===== src/rtl/control_unit.sv =====
// Microsequencer for the 16-bit accumulator datapath: fetch/decode/execute, start/halt, illegal-opcode trap.
// Optional feature: define CU_SINGLE_STEP_EN to add a step input that gates each instruction at FETCH1.
module control_unit #(
  parameter int                  OPCODE_W   = 8,
  parameter logic [OPCODE_W-1:0] HALT_OP    = 8'hFF,
  parameter bit                  AUTO_START = 1'b0
) (
  input  logic                clk,
  input  logic                rstn,
  input  logic                start,
`ifdef CU_SINGLE_STEP_EN
  input  logic                step,
`endif
  input  logic [OPCODE_W-1:0] IROUT,
  input  logic                z,
  output logic [2:0]          ReadEN,
  output logic [2:0]          WriteEN,
  output logic [2:0]          Inc,
  output logic [3:0]          ALUCon,
  output logic                busy,
  output logic                halted,
  output logic                illegal,
  output logic                instr_done
);

  localparam logic [2:0] S_IDLE   = 3'd0;
  localparam logic [2:0] S_FETCH1 = 3'd1;
  localparam logic [2:0] S_FETCH2 = 3'd2;
  localparam logic [2:0] S_DECODE = 3'd3;
  localparam logic [2:0] S_EXEC   = 3'd4;
  localparam logic [2:0] S_HALTED = 3'd5;

  localparam logic [2:0] RD_AC = 3'd0, RD_PC = 3'd2, RD_DR = 3'd3, RD_RAM = 3'd5, RD_R = 3'd6;
  localparam logic [2:0] WR_AR = 3'd1, WR_DR = 3'd2, WR_IR = 3'd3, WR_PC = 3'd4, WR_R = 3'd5,
                         WR_RAM = 3'd7;
  localparam logic [2:0] INC_AC = 3'd1, INC_PC = 3'd4;
  localparam logic [3:0] ALU_LOAD = 4'd1, ALU_ADD = 4'd2, ALU_SUB = 4'd3, ALU_CLR = 4'd4;

  localparam logic [OPCODE_W-1:0] OP_NOP  = OPCODE_W'(8'h00);
  localparam logic [OPCODE_W-1:0] OP_LDAC = OPCODE_W'(8'h01);
  localparam logic [OPCODE_W-1:0] OP_STAC = OPCODE_W'(8'h02);
  localparam logic [OPCODE_W-1:0] OP_MVAC = OPCODE_W'(8'h03);
  localparam logic [OPCODE_W-1:0] OP_MOVR = OPCODE_W'(8'h04);
  localparam logic [OPCODE_W-1:0] OP_ADD  = OPCODE_W'(8'h05);
  localparam logic [OPCODE_W-1:0] OP_SUB  = OPCODE_W'(8'h06);
  localparam logic [OPCODE_W-1:0] OP_INAC = OPCODE_W'(8'h07);
  localparam logic [OPCODE_W-1:0] OP_CLAC = OPCODE_W'(8'h08);
  localparam logic [OPCODE_W-1:0] OP_JUMP = OPCODE_W'(8'h09);
  localparam logic [OPCODE_W-1:0] OP_JMPZ = OPCODE_W'(8'h0A);
  localparam logic [OPCODE_W-1:0] OP_JPNZ = OPCODE_W'(8'h0B);

  logic [2:0]          state_reg, state_next;
  logic [2:0]          t_reg, t_next;
  logic [OPCODE_W-1:0] opcode_reg, opcode_next;
  logic                zlat_reg, zlat_next;
  logic                illegal_reg, illegal_next;
  logic                step_ok, last_step, taken;
  logic [2:0]          rd_next, wr_next, inc_next;
  logic [3:0]          alu_next;
  logic                done_next;

`ifdef CU_SINGLE_STEP_EN
  assign step_ok = step;
`else
  assign step_ok = 1'b1;
`endif

  // Conditional branches resolve from the flag captured at DECODE, never the live z.
  assign taken = (opcode_reg == OP_JUMP) ||
                 ((opcode_reg == OP_JMPZ) && zlat_reg) ||
                 ((opcode_reg == OP_JPNZ) && !zlat_reg);

  always_comb begin
    state_next   = state_reg;
    t_next       = t_reg;
    opcode_next  = opcode_reg;
    zlat_next    = zlat_reg;
    illegal_next = illegal_reg;
    rd_next      = RD_AC;
    wr_next      = 3'd0;
    inc_next     = 3'd0;
    alu_next     = 4'd0;
    done_next    = 1'b0;
    last_step    = 1'b0;
    case (state_reg)
      S_IDLE, S_HALTED: begin
        if (start) begin
          state_next   = S_FETCH1;
          illegal_next = 1'b0;
        end
      end
      S_FETCH1: begin
        if (step_ok) begin
          rd_next    = RD_PC;
          wr_next    = WR_AR;
          state_next = S_FETCH2;
        end
      end
      S_FETCH2: begin
        rd_next    = RD_RAM;
        wr_next    = WR_IR;
        inc_next   = INC_PC;
        state_next = S_DECODE;
      end
      S_DECODE: begin
        opcode_next = IROUT;
        zlat_next   = z;
        t_next      = 3'd0;
        if (IROUT == OP_NOP) begin
          done_next  = 1'b1;
          state_next = S_FETCH1;
        end else if (IROUT == HALT_OP) begin
          state_next = S_HALTED;
        end else if (IROUT <= OP_JPNZ) begin
          state_next = S_EXEC;
        end else begin
          illegal_next = 1'b1;
          state_next   = S_HALTED;
        end
      end
      S_EXEC: begin
        t_next = t_reg + 3'd1;
        case (opcode_reg)
          OP_LDAC, OP_STAC: begin
            case (t_reg)
              3'd0: begin rd_next = RD_PC;  wr_next = WR_AR; end
              3'd1: begin rd_next = RD_RAM; wr_next = WR_DR; inc_next = INC_PC; end
              3'd2: begin rd_next = RD_DR;  wr_next = WR_AR; end
              default: begin
                last_step = 1'b1;
                if (opcode_reg == OP_LDAC) begin
                  rd_next  = RD_RAM;
                  alu_next = ALU_LOAD;
                end else begin
                  rd_next = RD_AC;
                  wr_next = WR_RAM;
                end
              end
            endcase
          end
          OP_MVAC: begin rd_next = RD_AC; wr_next = WR_R; last_step = 1'b1; end
          OP_MOVR: begin rd_next = RD_R; alu_next = ALU_LOAD; last_step = 1'b1; end
          OP_ADD:  begin rd_next = RD_R; alu_next = ALU_ADD;  last_step = 1'b1; end
          OP_SUB:  begin rd_next = RD_R; alu_next = ALU_SUB;  last_step = 1'b1; end
          OP_INAC: begin inc_next = INC_AC; last_step = 1'b1; end
          OP_CLAC: begin alu_next = ALU_CLR; last_step = 1'b1; end
          OP_JUMP, OP_JMPZ, OP_JPNZ: begin
            if (!taken) begin
              inc_next  = INC_PC;
              last_step = 1'b1;
            end else if (t_reg == 3'd0) begin
              rd_next = RD_PC;
              wr_next = WR_AR;
            end else begin
              rd_next   = RD_RAM;
              wr_next   = WR_PC;
              last_step = 1'b1;
            end
          end
          default: last_step = 1'b1;
        endcase
        if (last_step) begin
          done_next  = 1'b1;
          state_next = S_FETCH1;
          t_next     = 3'd0;
        end
      end
      default: state_next = S_IDLE;
    endcase
  end

  always_ff @(posedge clk) begin
    if (!rstn) begin
      state_reg   <= AUTO_START ? S_FETCH1 : S_IDLE;
      t_reg       <= 3'd0;
      opcode_reg  <= '0;
      zlat_reg    <= 1'b0;
      illegal_reg <= 1'b0;
    end else begin
      state_reg   <= state_next;
      t_reg       <= t_next;
      opcode_reg  <= opcode_next;
      zlat_reg    <= zlat_next;
      illegal_reg <= illegal_next;
    end
  end

  assign ReadEN     = rd_next;
  assign WriteEN    = wr_next;
  assign Inc        = inc_next;
  assign ALUCon     = alu_next;
  assign instr_done = done_next;
  assign busy       = (state_reg == S_FETCH1) || (state_reg == S_FETCH2) ||
                      (state_reg == S_DECODE) || (state_reg == S_EXEC);
  assign halted     = (state_reg == S_HALTED);
  assign illegal    = illegal_reg;

endmodule


===== config.mk =====
export PLATFORM = sky130hd
export DESIGN_NAME = control_unit
export DESIGN_NICKNAME = d
export VERILOG_FILES = /design/src/rtl/control_unit.sv
export SDC_FILE = /design/constraint.sdc
export NUM_CORES = 1
export LEC_CHECK = 0
export BUFFER_PORTS_ARGS = -buffer_cell sky130_fd_sc_hd__buf_2
export CORE_MARGIN = 5
export CORE_UTILIZATION = 53
export CTS_CLUSTER_DIAMETER = 200
export DETAILED_ROUTE_END_ITERATION = 10
export PLACE_DENSITY = 0.9
export SLEW_MARGIN = 20
export SYNTH_ARGS = -nofsm -noshare
export SYNTH_HDL_FRONTEND = slang
export SYNTH_SLANG_ARGS = --single-unit
export TNS_END_PERCENT = 10

===== constraint.sdc =====
create_clock -name clk -period 3.5 [get_ports clk]
set_clock_uncertainty 0.1 [all_clocks]
set_input_delay 0.35 -clock clk [delete_from_list [all_inputs] [get_ports clk]]
set_output_delay 0.35 -clock clk [all_outputs]
set_load 0.01 [all_outputs]

* Yosys cells after proc, flatten, opt, wreduce, memory -nomap -nowiden
Cells that the tools add are included.
** Cells by class
- $add $sub $neg :: 1
- Magnitude comparators :: 1
- Equal/unequal tests :: 24
- Muxes and demuxes :: 41
- Reduce and logical (&&, ||, !) cells :: 21
** Operators with widths (number)
- 3-bit case mux with 3 select lines :: 6
- 3-bit 2-to-1 mux :: 13
- 8-bit by 3-bit == test with 1-bit output (second input constant) :: 4
- 8-bit by 4-bit == test with 1-bit output (second input constant) :: 4
- 3-bit case mux with 5 select lines :: 2
- 3-bit case mux with 2 select lines :: 3
- 8-bit by 2-bit == test with 1-bit output (second input constant) :: 2
- 1-bit 2-to-1 mux :: 14
- 2-bit inequality test (second input constant) :: 5
- 3-bit by 2-bit == test with 1-bit output (second input constant) :: 3
- 3-bit OR reduction :: 3
- 8-bit by 1-bit == test with 1-bit output (second input constant) :: 1
- 8-bit == test (second input constant) :: 1
- 8-bit by 4-bit <= comparator with 1-bit output (second input constant) :: 1
- 8-bit logical NOT :: 1
- 3-bit by 1-bit == test with 1-bit output (second input constant) :: 2
- 3-bit == test (second input constant) :: 2
- 3-bit logical NOT :: 2
- 1-bit case mux with 2 select lines :: 3
- 2-bit OR reduction :: 3
- 1-bit logical OR :: 5
- 5-bit AND reduction :: 1
- 2-bit nonzero test :: 2
- 3-bit by 1-bit adder with 3-bit output (second input constant) :: 1
- other kinds (3) :: 4
** Storage, ports and cells
- Register bits :: 16
- Input port bits :: 12
- Output and inout port bits :: 17
- Word-level logic and storage cells :: 93

* Depth between registers and ports, before layout
- Word-level depth :: 9
- Gate-level depth with buffers :: 7

* Least setup slack after synthesis
No wires, ideal clock.
- Kind :: register -> output
- From :: reg opcode_reg[4]
- To :: out ReadEN[0]
- Data arrival time :: 1795 ps
- Data required time :: 3050 ps
- Path slack :: 1255 ps
- Stages on the path, launching flop included :: 6
- Path buffers :: 1
- Cells stage by stage :: dfxtp_1 > or4_4 > buf_6 > or2_4 > or3_4 > o21ai_1
** On the way
- Word-level cells in the longest chain between the ends :: 7
- Elaborated cells between the ends (all ways) :: 20
- Classes of those cells :: eq/ne (8); mux (5); reduce/logical (7)
** Ends and longest elaborated chain
- start: declaration :: RTL line 54 : logic [OPCODE_W-1:0] opcode_reg, opcode_next;
- start signal: assignment :: RTL line 182 : opcode_reg <= opcode_next;
- 8-bit by 4-bit == test with 1-bit output :: RTL line 70, 123
- 1-bit logical AND :: RTL line 70 : ((opcode_reg == OP_JMPZ) && zlat_reg) ||
- 1-bit logical OR :: RTL line 69 : assign taken = (opcode_reg == OP_JUMP) ||
- 1-bit logical OR :: RTL line 70
- 3-bit 2-to-1 mux :: RTL line 148 : if (!taken) begin
- 3-bit case mux with 3 select lines (*) :: RTL line 123 : case (opcode_reg)
- 3-bit case mux with 3 select lines (*) :: RTL line 85 : case (state_reg)
- end: declaration :: RTL line 16 : output logic [2:0] ReadEN,
Mark *: on every way between the ends. The rest lies on a longest branch, timed or not.

* Worst setup path in the final report
- From :: reg opcode_reg[4]
- To :: out ReadEN[1]
The elaborated chain is that of the path after synthesis.

==> impl_metrics.env <==
export IMPL_grt_pass1_wl_mm=5.15
export IMPL_cts_root_buf="clkbuf_4"
export IMPL_cts_hold_buffers=0
export IMPL_grt_usage=0.181
export IMPL_setup_tns_ns=0
export IMPL_cp_slowest_stage_delay_ns=0.60
export IMPL_drive_gt1_frac=0.184
export IMPL_cp_max_fo=9
export IMPL_clock_tree_buffer_depth=2
export IMPL_maxSlewHeadroom=0.671
export IMPL_dp_hpwl_mm=2.38
export IMPL_clock_sinks=16
export IMPL_rsz0062_at_grt="no"
export IMPL_slew_viol_final=0
export IMPL_synth_edff_count=0
export IMPL_antenna_found_initial=0
export IMPL_clkTransAtPathRegs_ns=0.09
export IMPL_portBuffers=26
export IMPL_layout_nets=213
export IMPL_ios=29
export IMPL_synth_cell_type_count=44
export IMPL_yosys_register_bits=16
export IMPL_avgSynthCellArea_um2=7.08
export IMPL_drt_total_wl_mm=3.05
export IMPL_fin_ws_ns=0.821
export IMPL_yosys_warnings=0
export IMPL_cts_resized_gates=0
export IMPL_dr_pass1_iters=7
export IMPL_cp_end_kind="output pin"
export IMPL_grt_max_degree=19
export IMPL_vias=1328
export IMPL_gp_congestion=0.937
export IMPL_initial_core_util=0.562
export IMPL_drtIter0Drc=70
export IMPL_worstSetupPathType="flip-flop to output pin"
export IMPL_finalSetupViolCount=0
export IMPL_drc=0
export IMPL_critPathRequiredTime_ns=3.05
export IMPL_netlist_area_mm2=0.00127
export IMPL_min_path_type="primary input to flip-flop"
export IMPL_wl_per_cell_um=13.6
export IMPL_cp_slowest_cell="or4_4"
export IMPL_chipWidth_um=58.9
export IMPL_netlist_instances=179
export IMPL_cts_setup_buffers=0
export IMPL_cts_tree="done"
export IMPL_viasPerCell=5.93
export IMPL_grt_pass1_vias=1169
export IMPL_synth_ff_type="dfxtp_1"
export IMPL_grt_overflow_total=0
export IMPL_syn2layout_area_growth_pct=10.9
export IMPL_cts_buffers=3
export IMPL_power_density_mw_per_mm2=346
export IMPL_rows=17
export IMPL_nFillCells=229
export IMPL_period_minus_slack_ns=2.68
export IMPL_worst_pin_slew_ns=0.488
export IMPL_stdcell_count=224
export IMPL_ant_nets=0
export IMPL_start_kind="flip-flop"
export IMPL_ys_seq_area_frac=0.253
export IMPL_htree_num_levels=1
export IMPL_p_total_uw=487
export IMPL_core_mm2=0.00225
export IMPL_clk_latency_ns=0.28
export IMPL_maxCapViolCount=0
export IMPL_max_vdd_ir_drop_mv=0.298
export IMPL_finalHoldViolCount=0
export IMPL_async_flop_share=0
export IMPL_fp_dieH_um=58.9
export IMPL_outcome="finished, final reports clean"
export IMPL_fin_crit_sh=0.765
export IMPL_largest_reg_flops=8
export IMPL_p_leak_uw=0.000502
export IMPL_fmax_mhz=373
export IMPL_cp_data_arrival_time_ns=2.23
export IMPL_place_inst=220
export IMPL_die_area_mm2=0.00347
export IMPL_insertedDiodeCount=0
export IMPL_dp_worst_setup_slack_ns=1.17
export IMPL_cp_cell_sequence="or4_4 -> or2_4 -> or3_4 -> o22ai_1 -> buf_2"
## worst paths after layout
| check | endpoint | slack [ns] | from | cells after the start |
|---|---|---|---|---|
| worst max-delay path | ReadEN[1] | 0.82 | opcode_reg[4] | 5 |
| worst min register to register | opcode_reg[6] | 0.36 | opcode_reg[6] | 2 |
| worst min-delay path | zlat_reg | 0.22 | z | 3 |
| worst max register to register | state_reg[0] | 1.63 | t_reg[0] | 7 |
## cell families after synthesis
group           synth area share
fa+ha+maj                 0.0395
other cells              0.00296
compound gates             0.258
simple gates               0.348
flops                      0.253
buf+inv                   0.0711
xor+xnor                  0.0276
## placed cells by master (no fill, tap or decap), types with 2 or more instances in the layout
cell,instances
o21ai_0,4
o41ai_1,2
o22ai_1,5
conb_1,2
or3_4,2
xnor2_1,3
o21ai_1,3
nand3_1,3
dfxtp_1,16
inv_1,6
a21boi_1,5
clkbuf_4,3
or3_1,2
nand2_1,37
a21oi_1,9
nand2b_1,7
nor4_1,3
buf_2,26
a21boi_0,6
ha_1,4
nor2_1,8
nor3_1,11
nor3b_1,4
o31ai_1,4
nand4_1,3
## metal layers
layer	GRT usage	routed length, um
met5	0	0
met4	0.0356	26
met3	0.0285	269
met2	0.300	1420
met1	0.249	1330
## power by group
| part | leakage, uW | switching (uW) | internal, uW | total, uW |
|---|---|---|---|---|
| combinational | 0.000351 | 85.9 | 66.1 | 152 |
| sequential | 0.000130 | 23.2 | 193 | 217 |
| clock | 0.0000210 | 55.2 | 63.2 | 118 |
## stage by stage
| step | util | cell area [um2] | hold slack, ns |
|---|---|---|---|
| final | 0.623 | 1410 | 0.221 |
| after global routing | 0.623 | 1410 | 0.246 |
| after detailed placement | 0.607 | 1370 | 0.347 |
| after global placement | 0.607 | 1370 | 0.349 |
| after floorplan | - | 1270 | 0.335 |
| after CTS | 0.623 | 1410 | 0.219 |
## final cells by class
| type | instances | area [um2] | share of cell area |
|---|---|---|---|
| tap | 28 | 35.0 | 0.0249 |
| sequential | 16 | 320 | 0.228 |
| inverter | 6 | 22.5 | 0.0160 |
| timing repair buffer | 26 | 130 | 0.0926 |
| multi-input combinational | 144 | 861 | 0.613 |
| clock buffer | 4 | 36.3 | 0.0258 |
## worst max-delay path, delay by kind of cell (launching register included)
family	cells	cell delay [ns]
and+or+nand+nor	3	1.28
AOI/OAI and AO/OA	1	0.17
buffers and inverters	1	0.17
DFF	1	0.33
## cell usage after synthesis, types with 2 or more instances
cell type  count  area, um2
a21oi_1        9       45.0
a21boi_0       6       45.0
o22ai_1        5       31.3
nor2_1         8       30.0
o31ai_1        4       30.0
xnor2_1        3       26.3
nand4_1        3       18.8
a21boi_1       5       37.5
nand3_1        3       15.0
o41ai_1        2       17.5
nor4_1         3       18.8
ha_1           4       50.1
o21ai_0        4       20.0
inv_1          6       22.5
nand2_1       37        139
or3_4          2       22.5
nor3b_1        4       30.0
clkbuf_1      10       37.5
nand2b_1       7       43.8
or3_1          2       12.5
buf_4          2       15.0
o21ai_1        3       15.0
dfxtp_1       16        320
nor3_1        11       55.1
Note: power is estimated with default switching activity, not from simulation.
